**config.mk**
```make
export PLATFORM = sky130hd
export DESIGN_NAME = pipe_control
export DESIGN_NICKNAME = d
export VERILOG_FILES = /design/src/rtl/pipe_control.sv
export SDC_FILE = /design/constraint.sdc
export NUM_CORES = 1
export LEC_CHECK = 0
export ABC_AREA = 1
export CORE_ASPECT_RATIO = 0.8
export CORE_MARGIN = 3
export CORE_UTILIZATION = 40
export CTS_CLUSTER_SIZE = 24
export DETAILED_ROUTE_END_ITERATION = 12
export PLACE_DENSITY = 0.66
export SLEW_MARGIN = 10
export SYNTH_ARGS = -nofsm -noshare
export SYNTH_HDL_FRONTEND = slang
export SYNTH_SLANG_ARGS = --single-unit
export TNS_END_PERCENT = 50
```
**constraint.sdc**
```tcl
create_clock -name clk -period 2 [get_ports clk]
set_input_delay 0.3 -clock clk [delete_from_list [all_inputs] [get_ports clk]]
set_output_delay 0.3 -clock clk [all_outputs]
set_load 0.02 [all_outputs]
```
**src/rtl/pipe_control.sv**
```systemverilog
// Pipeline controller: registered instruction decode plus a RUN/STALL/FLUSH
// sequencer handling load-use stalls and branch/jump flushes.
module pipe_control #(
    parameter int RADDR_W     = 4,
    parameter int FLUSH_DEPTH = 3,
    parameter int LU_STALL    = 1,
    parameter int LINK_REG    = 15
) (
    input  logic               clk,
    input  logic               rst,
    input  logic [15:0]        instr,
    input  logic               instr_valid,
    output logic               instr_ready,
    input  logic               br_taken,
    output logic               flush,
    output logic [RADDR_W-1:0] addr_rs,
    output logic [RADDR_W-1:0] addr_rt,
    output logic [RADDR_W-1:0] addr_rd,
    output logic [RADDR_W-1:0] wb_waddr,
    output logic               wb_wr,
    output logic               ram_rd,
    output logic               ram_wr,
    output logic [2:0]         alu_cmd,
    output logic [5:0]         immediate,
    output logic [2:0]         shamt,
    output logic               op2_sel,
    output logic               shamt_imm_sel,
    output logic               res_sel,
    output logic               beq_sel,
    output logic               jump_sel,
    output logic               wb_sel,
    output logic               save_pc_sel,
    output logic [1:0]         state_o
);

    localparam int CNT_MAX = (FLUSH_DEPTH > LU_STALL) ? FLUSH_DEPTH : LU_STALL;
    localparam int CNT_W   = $clog2(CNT_MAX + 1);

    typedef enum logic [1:0] {
        S_RUN   = 2'b00,
        S_STALL = 2'b01,
        S_FLUSH = 2'b10
    } state_e;

    typedef struct packed {
        logic               wb_wr;
        logic [RADDR_W-1:0] wb_waddr;
        logic               ram_rd;
        logic               ram_wr;
        logic [2:0]         alu_cmd;
        logic [5:0]         immediate;
        logic [2:0]         shamt;
        logic               op2_sel;
        logic               shamt_imm_sel;
        logic               res_sel;
        logic               beq_sel;
        logic               jump_sel;
        logic               wb_sel;
        logic               save_pc_sel;
    } ctrl_t;

    function automatic ctrl_t bubble();
        ctrl_t c;
        c         = '0;
        c.res_sel = 1'b1;
        c.beq_sel = 1'b1;
        return c;
    endfunction

    // beq_sel is low only for beq; shamt comes from the rt field for shifts
    function automatic ctrl_t decode(input logic [15:0] ins);
        ctrl_t c;
        c = bubble();
        if (ins != 16'h0000) begin
            case (ins[15:12])
                4'd0: begin
                    c.wb_wr    = 1'b1;
                    c.wb_waddr = RADDR_W'(ins[5:3]);
                    case (ins[2:0])
                        3'd0: c.alu_cmd = 3'b000;
                        3'd1: c.alu_cmd = 3'b001;
                        3'd2: c.alu_cmd = 3'b101;
                        3'd3: c.alu_cmd = 3'b110;
                        3'd4: c.alu_cmd = 3'b011;
                        3'd5: begin c.alu_cmd = 3'b010; c.shamt_imm_sel = 1'b1; end
                        3'd6: begin c.alu_cmd = 3'b100; c.shamt_imm_sel = 1'b1; end
                        default: begin
                            c.wb_wr    = 1'b0;
                            c.wb_waddr = '0;
                            c.jump_sel = 1'b1;
                        end
                    endcase
                end
                4'd1, 4'd3: begin
                    c.wb_wr    = 1'b1;
                    c.wb_waddr = RADDR_W'(ins[8:6]);
                    c.wb_sel   = 1'b1;
                    c.op2_sel  = 1'b1;
                    c.alu_cmd  = (ins[15:12] == 4'd3) ? 3'b011 : 3'b000;
                end
                4'd4: begin
                    c.wb_wr    = 1'b1;
                    c.wb_waddr = RADDR_W'(ins[8:6]);
                    c.wb_sel   = 1'b1;
                    c.op2_sel  = 1'b1;
                    c.res_sel  = 1'b0;
                    c.ram_rd   = 1'b1;
                end
                4'd5: begin
                    c.ram_wr  = 1'b1;
                    c.op2_sel = 1'b1;
                end
                4'd6: begin
                    c.alu_cmd = 3'b111;
                    c.beq_sel = 1'b0;
                end
                4'd7: begin
                    c.jump_sel = 1'b1;
                    c.op2_sel  = 1'b1;
                end
                4'd8: begin
                    c.wb_wr       = 1'b1;
                    c.wb_waddr    = RADDR_W'(LINK_REG);
                    c.save_pc_sel = 1'b1;
                    c.jump_sel    = 1'b1;
                    c.op2_sel     = 1'b1;
                end
                default: c = bubble();
            endcase
            if (c != bubble()) begin
                c.immediate = ins[5:0];
                c.shamt     = ins[8:6];
            end
        end
        return c;
    endfunction

    state_e           state_q, state_d;
    logic [CNT_W-1:0] cnt_q, cnt_d;
    logic [15:0]      hold_q, hold_d;
    ctrl_t            ctrl_q, ctrl_d;
    logic             hazard;

    assign addr_rs = RADDR_W'(instr[11:9]);
    assign addr_rt = RADDR_W'(instr[8:6]);
    assign addr_rd = RADDR_W'(instr[5:3]);

    // The registered outputs are the last issued instruction, so they double as load tracking
    assign hazard = instr_valid && ctrl_q.ram_rd && (ctrl_q.wb_waddr != '0) &&
                    ((ctrl_q.wb_waddr == addr_rs) || (ctrl_q.wb_waddr == addr_rt));

    always_comb begin
        state_d     = state_q;
        cnt_d       = cnt_q;
        hold_d      = hold_q;
        ctrl_d      = bubble();
        instr_ready = 1'b0;
        flush       = (state_q == S_FLUSH);
        case (state_q)
            S_RUN: begin
                instr_ready = rst;
                if (br_taken) begin
                    state_d = S_FLUSH;
                    cnt_d   = CNT_W'(FLUSH_DEPTH);
                end else if (hazard) begin
                    // The hazard cycle itself issues the first bubble
                    state_d = S_STALL;
                    cnt_d   = CNT_W'(LU_STALL - 1);
                    hold_d  = instr;
                end else if (instr_valid) begin
                    ctrl_d = decode(instr);
                end
            end
            S_STALL: begin
                if (br_taken) begin
                    state_d = S_FLUSH;
                    cnt_d   = CNT_W'(FLUSH_DEPTH);
                end else if (cnt_q == '0) begin
                    state_d = S_RUN;
                    ctrl_d  = decode(hold_q);
                end else begin
                    cnt_d = cnt_q - CNT_W'(1);
                end
            end
            S_FLUSH: begin
                if (br_taken) begin
                    cnt_d = CNT_W'(FLUSH_DEPTH);
                end else begin
                    cnt_d = (cnt_q != '0) ? cnt_q - CNT_W'(1) : '0;
                    if (cnt_q <= CNT_W'(1)) state_d = S_RUN;
                end
            end
            default: state_d = S_RUN;
        endcase
    end

    always_ff @(posedge clk) begin
        if (!rst) begin
            state_q <= S_RUN;
            cnt_q   <= '0;
            hold_q  <= '0;
            ctrl_q  <= bubble();
        end else begin
            state_q <= state_d;
            cnt_q   <= cnt_d;
            hold_q  <= hold_d;
            ctrl_q  <= ctrl_d;
        end
    end

    assign wb_waddr      = ctrl_q.wb_waddr;
    assign wb_wr         = ctrl_q.wb_wr;
    assign ram_rd        = ctrl_q.ram_rd;
    assign ram_wr        = ctrl_q.ram_wr;
    assign alu_cmd       = ctrl_q.alu_cmd;
    assign immediate     = ctrl_q.immediate;
    assign shamt         = ctrl_q.shamt;
    assign op2_sel       = ctrl_q.op2_sel;
    assign shamt_imm_sel = ctrl_q.shamt_imm_sel;
    assign res_sel       = ctrl_q.res_sel;
    assign beq_sel       = ctrl_q.beq_sel;
    assign jump_sel      = ctrl_q.jump_sel;
    assign wb_sel        = ctrl_q.wb_sel;
    assign save_pc_sel   = ctrl_q.save_pc_sel;
    assign state_o       = state_q;

endmodule

```
==> metrics <==
post-CTS setup buffer count=0; initial core utilization=41.9%; gpl congestion=0.897; R2R depth=9; cell area power density=503 nW/um^2; placed inst area=3730 sq um; number of DRC markers in iteration 0=265; WL per Instance=14.6 um; CTS Buf Count=5; nature of the critical path endpoint=output pin; first drt pass iteration count=5; Setup Viol. Count Final=0; total power=0.00192 W; Mapped Area=2910 sq um; final core occ=54.9%; cell count of the worst hold path=2; die area=8350 sq um; top post-synthesis cells by area=dfxtp_1 32%, nand2_1 11%, nor2_1 8.9%; final instance area=3820 sq um; RSZ-0062 raised after global routing=no; Peak VDD IR=0.337 mV; Avg Inst Size Synth=6.50 sq um; Setup Crit Path Kind=reg -> out; via count of the first global-routing pass=3071; initial antenna violation count=0; Pins Over Slew Limit=0; floorplan row count=27; CP Data Required Time=1700 ps; FMAX=529 MHz; port bufs=58; Reg clk slew, reported paths=90 ps; first-pass GRT wire length=14.9 mm; nets=552; cell type with the largest total area after synthesis=dfxtp_1; Max Root-Sink Buffers=2; Die Span Y=82.3 um; Via-to-Cell Ratio=5.19; Seq cells post-synth=46; Top-Level Pins=62; reg-to-reg critical path startpoint=state_o[0]; via count=3176; instance count of the mapped netlist=448; final hold viol count=0; Core ar.=6960 sq um; CTS tree=yes; CP startpoint=state_o[0]; Final period util=94.6%; Die X=101 um; DP HPWL=6.89 mm; clk root buf=clkbuf_8; ANT cells=0; HP Class=reg -> reg; CTS sink cnt=46; startpoint types=flop; Synth cell types=33; Hold Path Sink=hold_q[9]; worst-path maximum fanout=5; hold_sp=hold_q[9]; worst skew pair latency=310 ps; Tot GR Track Use=22.7%; crit path time final=1890 ps; largest net degree at the start of global routing=31; Syn-to-layout area delta=31.2%; YS warnings=0; Max Cap Violations=0; final WL=8.94 mm; total gr overflow=0; crit path DAT=1590 ps; status=finished, final reports clean; ANT nets after route=0; post-synthesis sequential area ratio=31.6%; share of layout cells above drive strength 1=13.5%; LEAKAGE=1.70 nW; reg2reg setup slack=290 ps; htree depth=2; RR Endpoint=state_o[1]; Remaining DRCs=0; clk_skew=9.57 ps; Synth top area share=31.6%
==> state kept, by name (all words and copies together) (netlist names), 2 cells and up <==
register   count
alu_cmd        3
cnt_q          2
hold_q        16
immediate      6
shamt          3
state_o        2
wb_waddr       4
==> how the worst max path moves through the flow <==
stage	cells past startpoint	end	slack (ps)
2_1_floorplan	11	shamt[2]	340
3_3_place_gp	12	hold_q[15]	4
3_5_place_dp	12	hold_q[5]	-50
4_1_cts	3	flush	90
5_1_grt	3	flush	20
6_report	3	flush	110
==> layout by cell type (no fill, tap or decap), types with 2 or more instances in the layout <==
| cell | n |
|---|---|
| conb_1 | 3 |
| a31oi_1 | 3 |
| nor2_1 | 69 |
| nand3_2 | 3 |
| nand4_1 | 23 |
| nor3_1 | 5 |
| nor2_2 | 7 |
| ha_1 | 8 |
| nand2_4 | 2 |
| o21a_1 | 6 |
| nand2_1 | 83 |
| inv_2 | 7 |
| clkbuf_8 | 6 |
| buf_4 | 31 |
| o21ai_1 | 7 |
| a21oi_1 | 40 |
| nand2_2 | 5 |
| inv_1 | 53 |
| o21ai_0 | 24 |
| clkdlybuf4s50_1 | 57 |
| buf_12 | 3 |
| dfxtp_1 | 46 |
| nor2_4 | 2 |
| nand3_1 | 21 |
==> power by group <==
part           leakage [nW]  switching [W]  internal, W
clock network        0.0482       0.000322     0.000279
registers             0.372      0.0000101     0.000931
logic                  1.28       0.000215     0.000164
==> cells in the mapped netlist (all sizes together) <==
| master | count |
|---|---|
| o21ai | 31 |
| conb | 1 |
| nor3b | 1 |
| nand4 | 23 |
| buf | 22 |
| ha | 8 |
| a31oi | 3 |
| dfxtp | 46 |
| nand2 | 90 |
| xor2 | 1 |
| a21boi | 1 |
| nor2 | 79 |
| o21a | 6 |
| a21oi | 40 |
| nor3 | 6 |
| o31ai | 1 |
| or2 | 1 |
| clkbuf | 3 |
| inv | 61 |
| nand3 | 24 |
==> repair_timing <==
action | in CTS | in global routing
resized for setup | 1 | 0
endpoints found under the setup margin | 1 | 0
hold buffers | 0 | 0
==> critical path, cell delays in order, from the launching register on <==
cell             delay (ps)
dfxtp_1                 410
inv_1                    90
ha_1                    240
clkdlybuf4s50_1         550
==> routing by layer <==
metal | vias up | track usage [%] | share of wire (%)
met2 | 141 | 35.9 | 41
li1 | 1582 | - | -
met3 | 21 | 3.69 | 8.1
met1 | 1432 | 31.9 | 48
met4 | 0 | 6.64 | 2.3
met5 | - | 0 | 0
==> per-stage QoR <==
step | std cells | setup WS (ps) | setup TNS (ps) | hold WS (ps)
floorplan | 450 | 344 | 0 | 430
global placement | 604 | 4.02 | 0 | 445
detailed placement | 604 | -53.1 | -356 | 451
CTS | 612 | 85.6 | 0 | 464
global route | 612 | 18.6 | 0 | 502
finish | 612 | 108 | 0 | 461
==> kinds of logic (layout without fill, tap and decap cells) <==
kind of cell	Yosys count	count (layout)	synth area share, %
adders and majority gates	8	8	3.44
and+or+nand+nor	224	224	35.9
AOI/OAI and AO/OA	82	82	14.9
DFF	46	46	31.6
other	1	3	0.129
buffers and inverters	86	161	13.8
xor gates and xnor gates	1	1	0.301
==> layout make-up <==
| class | instances | area (sq um) |
|---|---|---|
| clock buffer | 7 | 86.3 |
| clock inverter | 1 | 5.00 |
| fill | 688 | 3140 |
| inverter | 61 | 231 |
| multi-input combinational | 318 | 1600 |
| sequential | 46 | 921 |
| tap | 87 | 109 |
| timing repair buffer | 92 | 872 |
Note: power is estimated with default switching activity, not from simulation.
